[src/rtl/if_stage_pkg.sv]
// Shared pipeline definitions: bubble word, fetch FSM encoding and IF/ID layout.
// Later pipeline registers reuse these field widths.
package cpu_pkg;

  localparam logic [31:0] NOP_INSTR = 32'h0000_0000;
  localparam int          PC_W      = 32;
  localparam int          INSTR_W   = 32;

  typedef enum logic {
    IDLE  = 1'b0,
    FETCH = 1'b1
  } fetch_state_e;

  typedef struct packed {
    logic [PC_W-1:0]    pc4;
    logic [INSTR_W-1:0] instr;
    logic               valid;
  } if_id_t;

  localparam int IF_ID_W = $bits(if_id_t);

  // Stand-in for the shared Adder block; 32-bit unsigned, wraps silently.
  function automatic logic [PC_W-1:0] adder(input logic [PC_W-1:0] a,
                                            input logic [PC_W-1:0] b);
    return a + b;
  endfunction

endpackage

[src/rtl/if_stage_if.sv]
// Instruction-memory port of the fetch stage: address out, word and ready back.
interface if_stage_if;
   logic [31:0] imem_addr_o;
   logic [31:0] imem_instr_i;
   logic        imem_ready_i;

   modport master (output imem_addr_o, input imem_instr_i, input imem_ready_i);
   modport slave  (input imem_addr_o, output imem_instr_i, output imem_ready_i);
endinterface

[src/rtl/if_stage_if_id_reg.sv]
// Generic pipeline register: flush loads the bubble, otherwise loads d when we=1, else holds.
module if_id_reg #(
   parameter int               WIDTH  = 1,
   parameter logic [WIDTH-1:0] BUBBLE = '0
) (
   input  logic             clk_i,
   input  logic             rst_i,
   input  logic             we,
   input  logic             flush,
   input  logic [WIDTH-1:0] d,
   output logic [WIDTH-1:0] q
);

   // NOTE: sequential state uses non-blocking assignments so every register samples pre-edge values.
   always_ff @(posedge clk_i) begin
      if (rst_i || flush) q <= BUBBLE;
      else if (we)        q <= d;
   end

endmodule

[src/rtl/if_stage.sv]
// MIPS instruction-fetch stage: owns the PC, drives imem, fills the IF/ID register.
// Flush redirects from any state; capture only happens while running in FETCH.
module if_stage #(
   parameter logic [31:0] RESET_PC  = 32'h0000_0000,
   parameter logic [31:0] NOP_INSTR = cpu_pkg::NOP_INSTR
) (
   input  logic              clk_i,
   input  logic              rst_i,
   input  logic              start_i,
   input  logic              stall_i,
   input  logic              flush_i,
   input  logic [31:0]       target_i,
   if_stage_if.master        imem,
   output logic [31:0]       pc_o,
   output logic [31:0]       if_id_pc4_o,
   output logic [31:0]       if_id_instr_o,
   output logic              if_id_valid_o
);

   localparam cpu_pkg::if_id_t BUBBLE = '{pc4: '0, instr: NOP_INSTR, valid: 1'b0};

   cpu_pkg::fetch_state_e state, state_next;
   logic [31:0]           pc, pc_next, pc_plus4;
   logic                  ifid_we, ifid_flush;
   cpu_pkg::if_id_t       ifid_d, ifid_q;

   assign pc_plus4 = cpu_pkg::adder(pc, 32'd4);
   assign ifid_d   = '{pc4: pc_plus4, instr: imem.imem_instr_i, valid: 1'b1};

   always_ff @(posedge clk_i) begin
      if (rst_i) begin
         state <= cpu_pkg::IDLE;
         pc    <= RESET_PC;
      end else begin
         state <= state_next;
         pc    <= pc_next;
      end
   end

   // NOTE: every output of this block gets a default first so no path can infer a latch.
   always_comb begin
      state_next = start_i ? cpu_pkg::FETCH : cpu_pkg::IDLE;
      pc_next    = pc;
      ifid_we    = 1'b0;
      ifid_flush = 1'b0;
      if (flush_i) begin
         pc_next    = {target_i[31:2], 2'b00};
         ifid_flush = 1'b1;
      end else if (state == cpu_pkg::FETCH && start_i) begin
         if (!stall_i) begin
            if (!imem.imem_ready_i) begin
               ifid_flush = 1'b1;
            end else begin
               pc_next = pc_plus4;
               ifid_we = 1'b1;
            end
         end
      end else begin
         // IDLE, the IDLE->FETCH edge and the start-drop edge all insert a bubble.
         ifid_flush = 1'b1;
      end
   end

   if_id_reg #(
      .WIDTH  (cpu_pkg::IF_ID_W),
      .BUBBLE (BUBBLE)
   ) u_if_id (
      .clk_i (clk_i),
      .rst_i (rst_i),
      .we    (ifid_we),
      .flush (ifid_flush),
      .d     (ifid_d),
      .q     (ifid_q)
   );

   assign imem.imem_addr_o = pc;
   assign pc_o             = pc;
   assign if_id_pc4_o      = ifid_q.pc4;
   assign if_id_instr_o    = ifid_q.instr;
   assign if_id_valid_o    = ifid_q.valid;

endmodule

[src/flat_wrapper.sv]
// flat-port wrapper written by rule: the top's interface ports become plain ports
module if_stage_flat 
#(
   parameter logic [31:0] RESET_PC  = 32'h0000_0000,
   parameter logic [31:0] NOP_INSTR = cpu_pkg::NOP_INSTR
)
  (clk_i, rst_i, start_i, stall_i, flush_i, target_i, pc_o, if_id_pc4_o, if_id_instr_o, if_id_valid_o, imem_imem_addr_o, imem_imem_instr_i, imem_imem_ready_i);
  if_stage_if imem_i ();
  input  logic clk_i;
  input  logic rst_i;
  input  logic start_i;
  input  logic stall_i;
  input  logic flush_i;
  input  logic [31:0] target_i;
  output logic [31:0] pc_o;
  output logic [31:0] if_id_pc4_o;
  output logic [31:0] if_id_instr_o;
  output logic if_id_valid_o;
  output wire logic [$bits(imem_i.imem_addr_o)-1:0] imem_imem_addr_o;
  input wire logic [$bits(imem_i.imem_instr_i)-1:0] imem_imem_instr_i;
  input wire logic [$bits(imem_i.imem_ready_i)-1:0] imem_imem_ready_i;
  assign imem_imem_addr_o = imem_i.imem_addr_o;
  assign imem_i.imem_instr_i = imem_imem_instr_i;
  assign imem_i.imem_ready_i = imem_imem_ready_i;
  if_stage #(.RESET_PC(RESET_PC), .NOP_INSTR(NOP_INSTR)) u_core (.clk_i(clk_i), .rst_i(rst_i), .start_i(start_i), .stall_i(stall_i), .flush_i(flush_i), .target_i(target_i), .imem(imem_i), .pc_o(pc_o), .if_id_pc4_o(if_id_pc4_o), .if_id_instr_o(if_id_instr_o), .if_id_valid_o(if_id_valid_o));
endmodule
[config.mk]
export PLATFORM = sky130hd
export DESIGN_NAME = if_stage_flat
export DESIGN_NICKNAME = d
export VERILOG_FILES = /design/src/rtl/if_stage_pkg.sv /design/src/rtl/if_stage_if.sv /design/src/rtl/if_stage_if_id_reg.sv /design/src/rtl/if_stage.sv /design/src/flat_wrapper.sv
export SDC_FILE = /design/constraint.sdc
export NUM_CORES = 1
export LEC_CHECK = 0
export ABC_AREA = 1
export CAP_MARGIN = 20
export CORE_MARGIN = 2
export CORE_UTILIZATION = 49
export CTS_BUF_LIST = sky130_fd_sc_hd__clkbuf_4 sky130_fd_sc_hd__clkbuf_8
export CTS_CLUSTER_DIAMETER = 30
export DETAILED_ROUTE_END_ITERATION = 10
export MAX_ROUTING_LAYER = met4
export PLACE_DENSITY = 0.89
export SETUP_SLACK_MARGIN = 0.4
export SYNTH_ARGS = -nofsm -noshare
export SYNTH_HDL_FRONTEND = slang
export SYNTH_HIERARCHICAL = 1
export SYNTH_SLANG_ARGS = --single-unit
export TNS_END_PERCENT = 1
[constraint.sdc]
create_clock -name clk_i -period 2.9 [get_ports clk_i]
set_clock_uncertainty 0.05 [all_clocks]
set_input_delay 0.725 -clock clk_i [delete_from_list [all_inputs] [get_ports clk_i]]
set_output_delay 0.725 -clock clk_i [all_outputs]
set_load 0.02 [all_outputs]
# Word level (Yosys, flattened, before mapping)
# Index checks and enable logic that the tools add are counted.
dict set report word_totals {
  register_bits 98
  in_bits 70
  out_inout_bits 129
  elab_cells 27
}
dict set report op_classes {
  add_sub_neg 1
  eq_ne 1
  mux 13
  bitwise_logic 1
  n_reduce_logical 7
}
# op count
set op_table {}
lappend op_table {{$mux 32} 4}
lappend op_table {{$add 32x3->32 const B} 1}
lappend op_table {{$mux 1} 9}
lappend op_table {{$reduce_and 3->1} 2}
lappend op_table {{$reduce_bool 2->1} 2}
lappend op_table {{$ne 2x1->1 const B} 1}
lappend op_table {{$reduce_or 2->1} 1}
lappend op_table {{$logic_and 1x1->1} 1}
lappend op_table {{$logic_or 1x1->1} 1}
lappend op_table {{$not 1->1} 1}

# Logic depth before layout (Yosys ltp)
dict set report depth {
  ltp_word 5
  ltp_mapped 12
  ltp_nobuf 12
}

# Hierarchy
# Netlist, hierarchy kept.
# mod n_inst cells_per_inst area_per_inst_um2 seq_area_each_um2
set modules_own_cells {}
lappend modules_own_cells {if_id_reg 1 412 2645.0 1301.2}
lappend modules_own_cells {if_stage 1 415 2588.7 620.6}

# Worst setup path after synthesis
# Ideal clock, no wire load.
dict set report synth_timing {
  path_type {input-to-reg}
  from {in start_i}
  to {reg u_core.u_if_id.q[17]}
  setup_time_ns 0.113
  arrival_ns 1.756
  required_time_ns 2.737
  path_slack_ns 0.981
  cell_stages 10
  path_buffers 3
  cell_sequence {nand2_1 -> inv_1 -> nand3_1 -> nor2_1 -> buf_2 -> buf_2 -> buf_2 -> nand2_1 -> nand2_1 -> nor2_1}
}
dict set report synth_between {
  word_cells_on_any_way 6
  cone_classes {mux: 4; reduce/logical: 2}
}
# item line
set synth_lines {}
lappend synth_lines {{start, declared} flat_wrapper.sv:11} ;# input logic start_i;
lappend synth_lines {{$logic_and 1x1->1} if_stage.sv:49} ;# end else if (state == cpu_pkg::FETCH && start_i) begin
lappend synth_lines {{$mux 1} if_stage.sv:49}
lappend synth_lines {{$mux 1} if_stage.sv:46} ;# if (flush_i) begin
lappend synth_lines {{named net u_core.ifid_we} if_stage.sv:24} ;# logic ifid_we, ifid_flush;
lappend synth_lines {{end signal, assigned} if_stage_if_id_reg.sv:16} ;# if (rst_i || flush) q <= BUBBLE;
lappend synth_lines {{end signal, assigned} if_stage_if_id_reg.sv:17} ;# else if (we) q <= d;
lappend synth_lines {{end, declared} if_stage_if_id_reg.sv:11} ;# output logic [WIDTH-1:0] q
# The timed path passes the listed nets, and every way through them passes these cells.
# A chain may end at the register's enable or synchronous reset.

# Final worst setup path
dict set report layout_timing {
  from {reg u_core.pc[14] (netlist: u_core/imem.imem_addr_o[14])}
  to {out imem_imem_addr_o[14]}
}
# item line
set layout_lines {}
lappend layout_lines {{start, declared} if_stage.sv:23} ;# logic [31:0] pc, pc_next, pc_plus4;
lappend layout_lines {{start signal, assigned} if_stage.sv:36} ;# pc <= pc_next;
lappend layout_lines {{end, declared} flat_wrapper.sv:19} ;# output wire logic [$bits(imem_i.imem_addr_o)-1:0] imem_imem_addr_o;
# No word-level cell between the ends.

==> metrics <==
status=finished, final reports clean; ys async rst share=0%; largest net degree at the start of global routing=98; post-synthesis cell count=827; global route total overflow=0; Clock Power Share=33.2%; clock tree sinks=96; Worst Setup Path Type=reg2out; Port Buffers=192; Slew Limit Fails=0; PD cells=372 nW/um^2; Final min period=2.34 ns; Top FF cell, synth=dfxtp_1; Synth Warn #=6; crit-path cells=clkdlybuf4s50_1; Total Routing Usage GR=23.8%; top cells by area, synth=dfxtp_1 37%, nand2_1 20%, nor2_1 12%; Setup Buffers After CTS=0; residual DRC count=0; crit end category=output pin; first-pass GRT wire length=21.5 mm; crit path launch type=flip-flop; CP Data Required Time=2.12 ns; DP Area=7030 sq um; Worst Path Arrival=1.56 ns; clock buffer depth=2; number of diodes=0; Flop pwr share=51.6%; Pre-antenna DRT Iters=6; critical path's slowest cell=clkdlybuf4s50_1; Cell Area, Synth=5230 sq um; CTS tree=yes; fin area=7220 sq um; internal power=1.96 mW; post-cts resize count=0; CP delay by family, top=buffers and inverters; Skew-Pair Late Insertion Delay=0.36 ns; Commonest cells post-synth=280 x nand2_1, 161 x nor2_1, 114 x inv_1; area grow syn2layout=38.0%; # IOs=199; Final #Nets=1047; Slew HR=66.5%; share of layout cells above drive strength 1=5.81%; Final setup violation count=0; final WL=13.6 mm; Tcrit/Tclk final=80.6%; routed vias=5072; Worst Path Max Fanout=6; HPWL Detailed=9.61 mm; hold buffer count at cts=0; htree depth=3; cts bufs inserted=9; Placer Congestion=0.874; switching portion of total power=27.0%; f_max=0.428 GHz; Reg clk slew, reported paths=0.10 ns; Detail Route Antenna Nets=0; worst min path class=reg2reg; Switch Pwr=0.725 mW; worst vdd ir=0.246 mV; initial antenna violation count=0; max incr delay on CP=0.68 ns; core footprint=10400 sq um; max cap viols=0; Critical path buffers and inverters=1; row count=37; Comb pwr share=15.2%; setup_tns=0 ns; Root Buffer=clkbuf_8; WL/cell=12.1 um; die height=107 um; Min Hold Slack=0.424 ns; Fin. Hold Viols=0; area share of the largest cell type after synthesis=36.7%; initial core utilization=50.5%; Seq/Total Area, Yosys=36.7%; leakage power=2.75 nW; initial DRC count=238; Slew @ Worst Pin=0.502 ns; Distinct cells, synth=25; post-synth top area cell=dfxtp_1; Die ar.=11500 sq um; vias in the first global route=4521; RSZ-0062 raised after global routing=no; count leader, synth=nand2_1; Die Width=107 um; Synth Area per Inst=6.33 sq um; number of synthesized flops with an enable pin=0; Yosys reg bits=96; Vias per Instance=4.54
-- state kept, by name (all words and copies together) (netlist names) --
name                     count
u_core/u_if_id/q            65
u_core/state                 1
u_core/imem.imem_addr_o     30
-- power by group through the flow --
stage	clock, mW	sequential, mW	combinational (mW)
after floorplan	0	1.43	0.202
final	0.893	1.39	0.409
after CTS	0.913	1.39	0.409
after global routing	0.975	1.39	0.442
after global placement	0	1.42	0.401
after detailed placement	0	1.42	0.406
-- kinds of logic after synthesis --
logic type | count (synthesis) | share of synthesized area, %
adder cells (fa/ha/maj) | 1 | 0.239
XOR/XNOR | 15 | 3.51
AO/OA/AOI/OAI | 48 | 4.95
other | 2 | 0.143
AND/OR/NAND/NOR | 485 | 38.2
buffers and inverters | 180 | 16.2
flip-flops | 96 | 36.7
-- metal layers --
metal | routed length (um) | track usage, %
met1 | 6060 | 30.5
met2 | 6620 | 39.5
met3 | 731 | 3.03
met4 | 156 | 7.33
met5 | 0 | -
-- area by class of cell --
class	instances	area (sq um)
clock buffers	10	131
clock inverters	6	65.1
fillers	847	3150
inverters	114	428
multi-input cells	556	2500
flip-flops and latches	96	1920
well taps	136	170
repair buffers	199	2010
-- cells in the final DEF (no fill, tap or decap) --
cell and instances:
o211ai_1 1, nor2_4 7, nand2_2 6, a31oi_1 7, clkbuf_8 9, nor2_8 3, dfxtp_1 96, xor2_1 5
inv_6 2, nor2_2 6, xnor2_1 3, nand2_1 280, buf_4 4, inv_1 114, buf_12 3, o21ai_0 17
clkdlybuf4s50_1 192, clkbuf_4 1, nor2_1 159, xor2_2 7, clkinv_2 2, clkinvlp_4 1, nand3_1 17, bufinv_16 1
nand2_4 2, and2_1 4, nand2_8 1, a21oi_2 2, ha_1 1, conb_1 7, a21oi_1 21
-- stage by stage --
stage	cells	power (mW)	setup slack, ns	utilization (%)
CTS	1117	2.71	0.539	69.7
finish	1117	2.69	0.562	69.7
floorplan	832	1.64	0.981	-
detailed placement	1101	1.82	0.438	67.8
global route	1117	2.81	0.516	69.7
global placement	1101	1.82	0.484	67.8
-- worst paths after layout --
check                                            to  slack (ns)                                startpoint  depth (start not counted)
setup / recovery               imem_imem_addr_o[14]        0.56  u_core/imem.imem_addr_o[14]$_SDFFE_PP0P_                          1
hold / removal     u_core/u_if_id/q[4]$_SDFFE_PP0P_        0.42          u_core/u_if_id/q[4]$_SDFFE_PP0P_                          2
setup reg to reg  u_core/u_if_id/q[61]$_SDFFE_PP0P_        0.98   u_core/imem.imem_addr_o[3]$_SDFFE_PP0P_                         12
hold reg to reg    u_core/u_if_id/q[4]$_SDFFE_PP0P_        0.42          u_core/u_if_id/q[4]$_SDFFE_PP0P_                          2
Note: power is estimated with default switching activity, not from simulation.
==> RTL change, RTL diff (same settings) <==
Register the input `target_i` before use. The logic sees it one clock later. The other inputs are not delayed to match.
--- a/src/rtl/if_stage.sv
+++ b/src/rtl/if_stage.sv
@@ -19,4 +19,10 @@
 
    localparam cpu_pkg::if_id_t BUBBLE = '{pc4: '0, instr: NOP_INSTR, valid: 1'b0};
+
+   logic [31:0] target_q;
+
+   always_ff @(posedge clk_i) begin
+      target_q <= target_i;
+   end
 
    cpu_pkg::fetch_state_e state, state_next;
@@ -45,5 +51,5 @@
       ifid_flush = 1'b0;
       if (flush_i) begin
-         pc_next    = {target_i[31:2], 2'b00};
+         pc_next    = {target_q[31:2], 2'b00};
          ifid_flush = 1'b1;
       end else if (state == cpu_pkg::FETCH && start_i) begin
Behaviour: not the same (a bounded check fails within 4 cycles, from zero or initial values and one cycle with rst_i high).
==> RTL change against the unedited design <==
  * Sequential power up 32%
  * Total power grew 41%
  * Wire length is 8.4% higher
  * Sequential cell count rose by 30
  * Worst hold slack got worse by 0.0049 ns
  * Setup slack worse by 0.043 ns
  * First-iteration DRC count grew 68%
  * Design area rose by 10%
  * Area after synthesis is 10% higher
==> RTL change: results (changes against the unedited design) <==
STATUS
--------------------------------------------------------------------------------
Status ............................................................ finished clean

GLOBAL ROUTE
--------------------------------------------------------------------------------
Aggregate global-route resource usage .............................       0.2376   -0.0005370
First-pass GRT wire length ........................................     23.69 mm   +10%
Number of antenna violations at the first check in global routing .            0   unchanged
Largest net degree at the start of global routing .................           83   -15%
Met1 layer usage reported by global route .........................       0.2832   -0.02133
Number of global-route vias before repair .........................         5076   +12%
Global-route met3 utilization .....................................      0.06479   +0.03453
Met2 global-route usage ...........................................       0.3900   -0.005158

PLACEMENT
--------------------------------------------------------------------------------
RD Place Congestion ...............................................       0.8971   +2.7%
Placed cell areas ................................................. 0.007576 mm^2   +7.8%
Placed wire-length estimate .......................................     10.26 mm   +6.8%

SYNTHESIS
--------------------------------------------------------------------------------
Netlist cell types ................................................           24   -4.0%
Compound-cell area share of the yosys netlist .....................      0.04185   -0.007639
XOR/XNOR share of the synthesized area ............................      0.03057   -0.004570
Share of the yosys chip area belonging to registers ...............       0.4371   +0.06992
Adder and majority gate portion of the synthesized area ...........     0.002168   -0.0002224
Count of mapped cells out of synthesis ............................          859   +3.9%
Leading cell types by total area after synthesis .................. dfxtp_1 (44%), nand2_1 (19%), nor2_1 (11%), inv_1 (7.4%), buf_4 (5.2%)

TIMING
--------------------------------------------------------------------------------
Worst slew margin .................................................       0.6274   -0.03741

LAYOUT
--------------------------------------------------------------------------------
Most flop-heavy register .......................................... u_core/u_if_id/q
Layout cells sized above 1 ........................................      0.06693   +0.008821
Number of filler cells placed in the layout .......................          952   +12%
Number of flip-flops under the largest register name ..............           65   unchanged
Count of non-filler cells in the finished layout ..................         1174   +5.1%

DRT
--------------------------------------------------------------------------------
Total met3 wirelength after detailed routing ......................     1.018 mm   +39%
Number of DRC markers after the initial detailed-route iteration ..          399   +68%
Wire per inst .....................................................     12.52 um   +3.1%
Post-Route M1 WL ..................................................     6.203 mm   +2.4%
Detailed-router iteration count before antenna repair .............            5   -1
Highest routing layer actually used ...............................         met4

CLOCKING
--------------------------------------------------------------------------------
Depth of the CTS H-tree ...........................................            4   +1
Clock Pin Slew Worst Setup and Hold Paths .........................      0.08 ns   -0.02 ns
TritonCTS buffer count ............................................           17   +8

MIN PATH
--------------------------------------------------------------------------------
Start point of the worst min-delay path ........................... u_core/u_if_id/q[43]
Hold Path Sink .................................................... u_core/u_if_id/q[43]

WORST SETUP PATH
--------------------------------------------------------------------------------
R2R depth .........................................................           12   unchanged
Maximum fanout count along the critical path ......................            7   +1
Capture instance of the worst register-to-register path ........... u_core/u_if_id/q[57]

PWR
--------------------------------------------------------------------------------
Worst voltage drop across the vdd grid ............................  0.0003412 V   +39%

-- RTL change: how the worst max path moves through the flow --
stage | startpoint | endpoint | slack (ns) | cells after the start
finish | u_core/imem.imem_addr_o[4] | imem_imem_addr_o[4] | 0.52 | 1
CTS | u_core/imem.imem_addr_o[4] | imem_imem_addr_o[4] | 0.49 | 1
floorplan | start_i | u_core/u_if_id/q[17] | 0.98 | 10
detailed placement | start_i | u_core/u_if_id/q[35] | 0.53 | 9
global route | u_core/imem.imem_addr_o[4] | imem_imem_addr_o[4] | 0.45 | 1
global placement | start_i | u_core/u_if_id/q[39] | 0.56 | 9
-- RTL change: final cells by class --
cell class,instances,area (um^2),area share
Tap cell,143,178.9,0.02242
Inverter,114,427.9,0.05361
Clock inverter,14,157.7,0.01975
Timing Repair Buffer,201,2014,0.2524
Multi-Input combinational cell,558,2432,0.3047
Sequential cell,126,2522,0.3160
Clock buffer,18,247.7,0.03104
-- RTL change: tightest hold or removal path: cells and delay by family (launching register included) --
kind / cells / cell delay (ns)
AND/OR/NAND/NOR: 2 / 0.12
flip-flops: 1 / 0.31
-- RTL change: metrics by stage --
step / hold WS (ns) / power [mW] / util
4_1_cts: 0.4216 / 3.804 / 0.6960
5_1_grt: 0.4355 / 3.936 / 0.6960
3_5_place_dp: 0.4109 / 2.268 / 0.6607
3_3_place_gp: 0.4049 / 2.259 / 0.6607
2_1_floorplan: 0.3907 / 2.080 / -
6_report: 0.4188 / 3.780 / 0.6960
-- RTL change: power by group --
group | switching, mW | leakage (nW) | internal [mW]
Clock | 0.746 | 0.191 | 0.802
Combinational | 0.198 | 1.80 | 0.208
Sequential | 0.0505 | 1.03 | 1.78
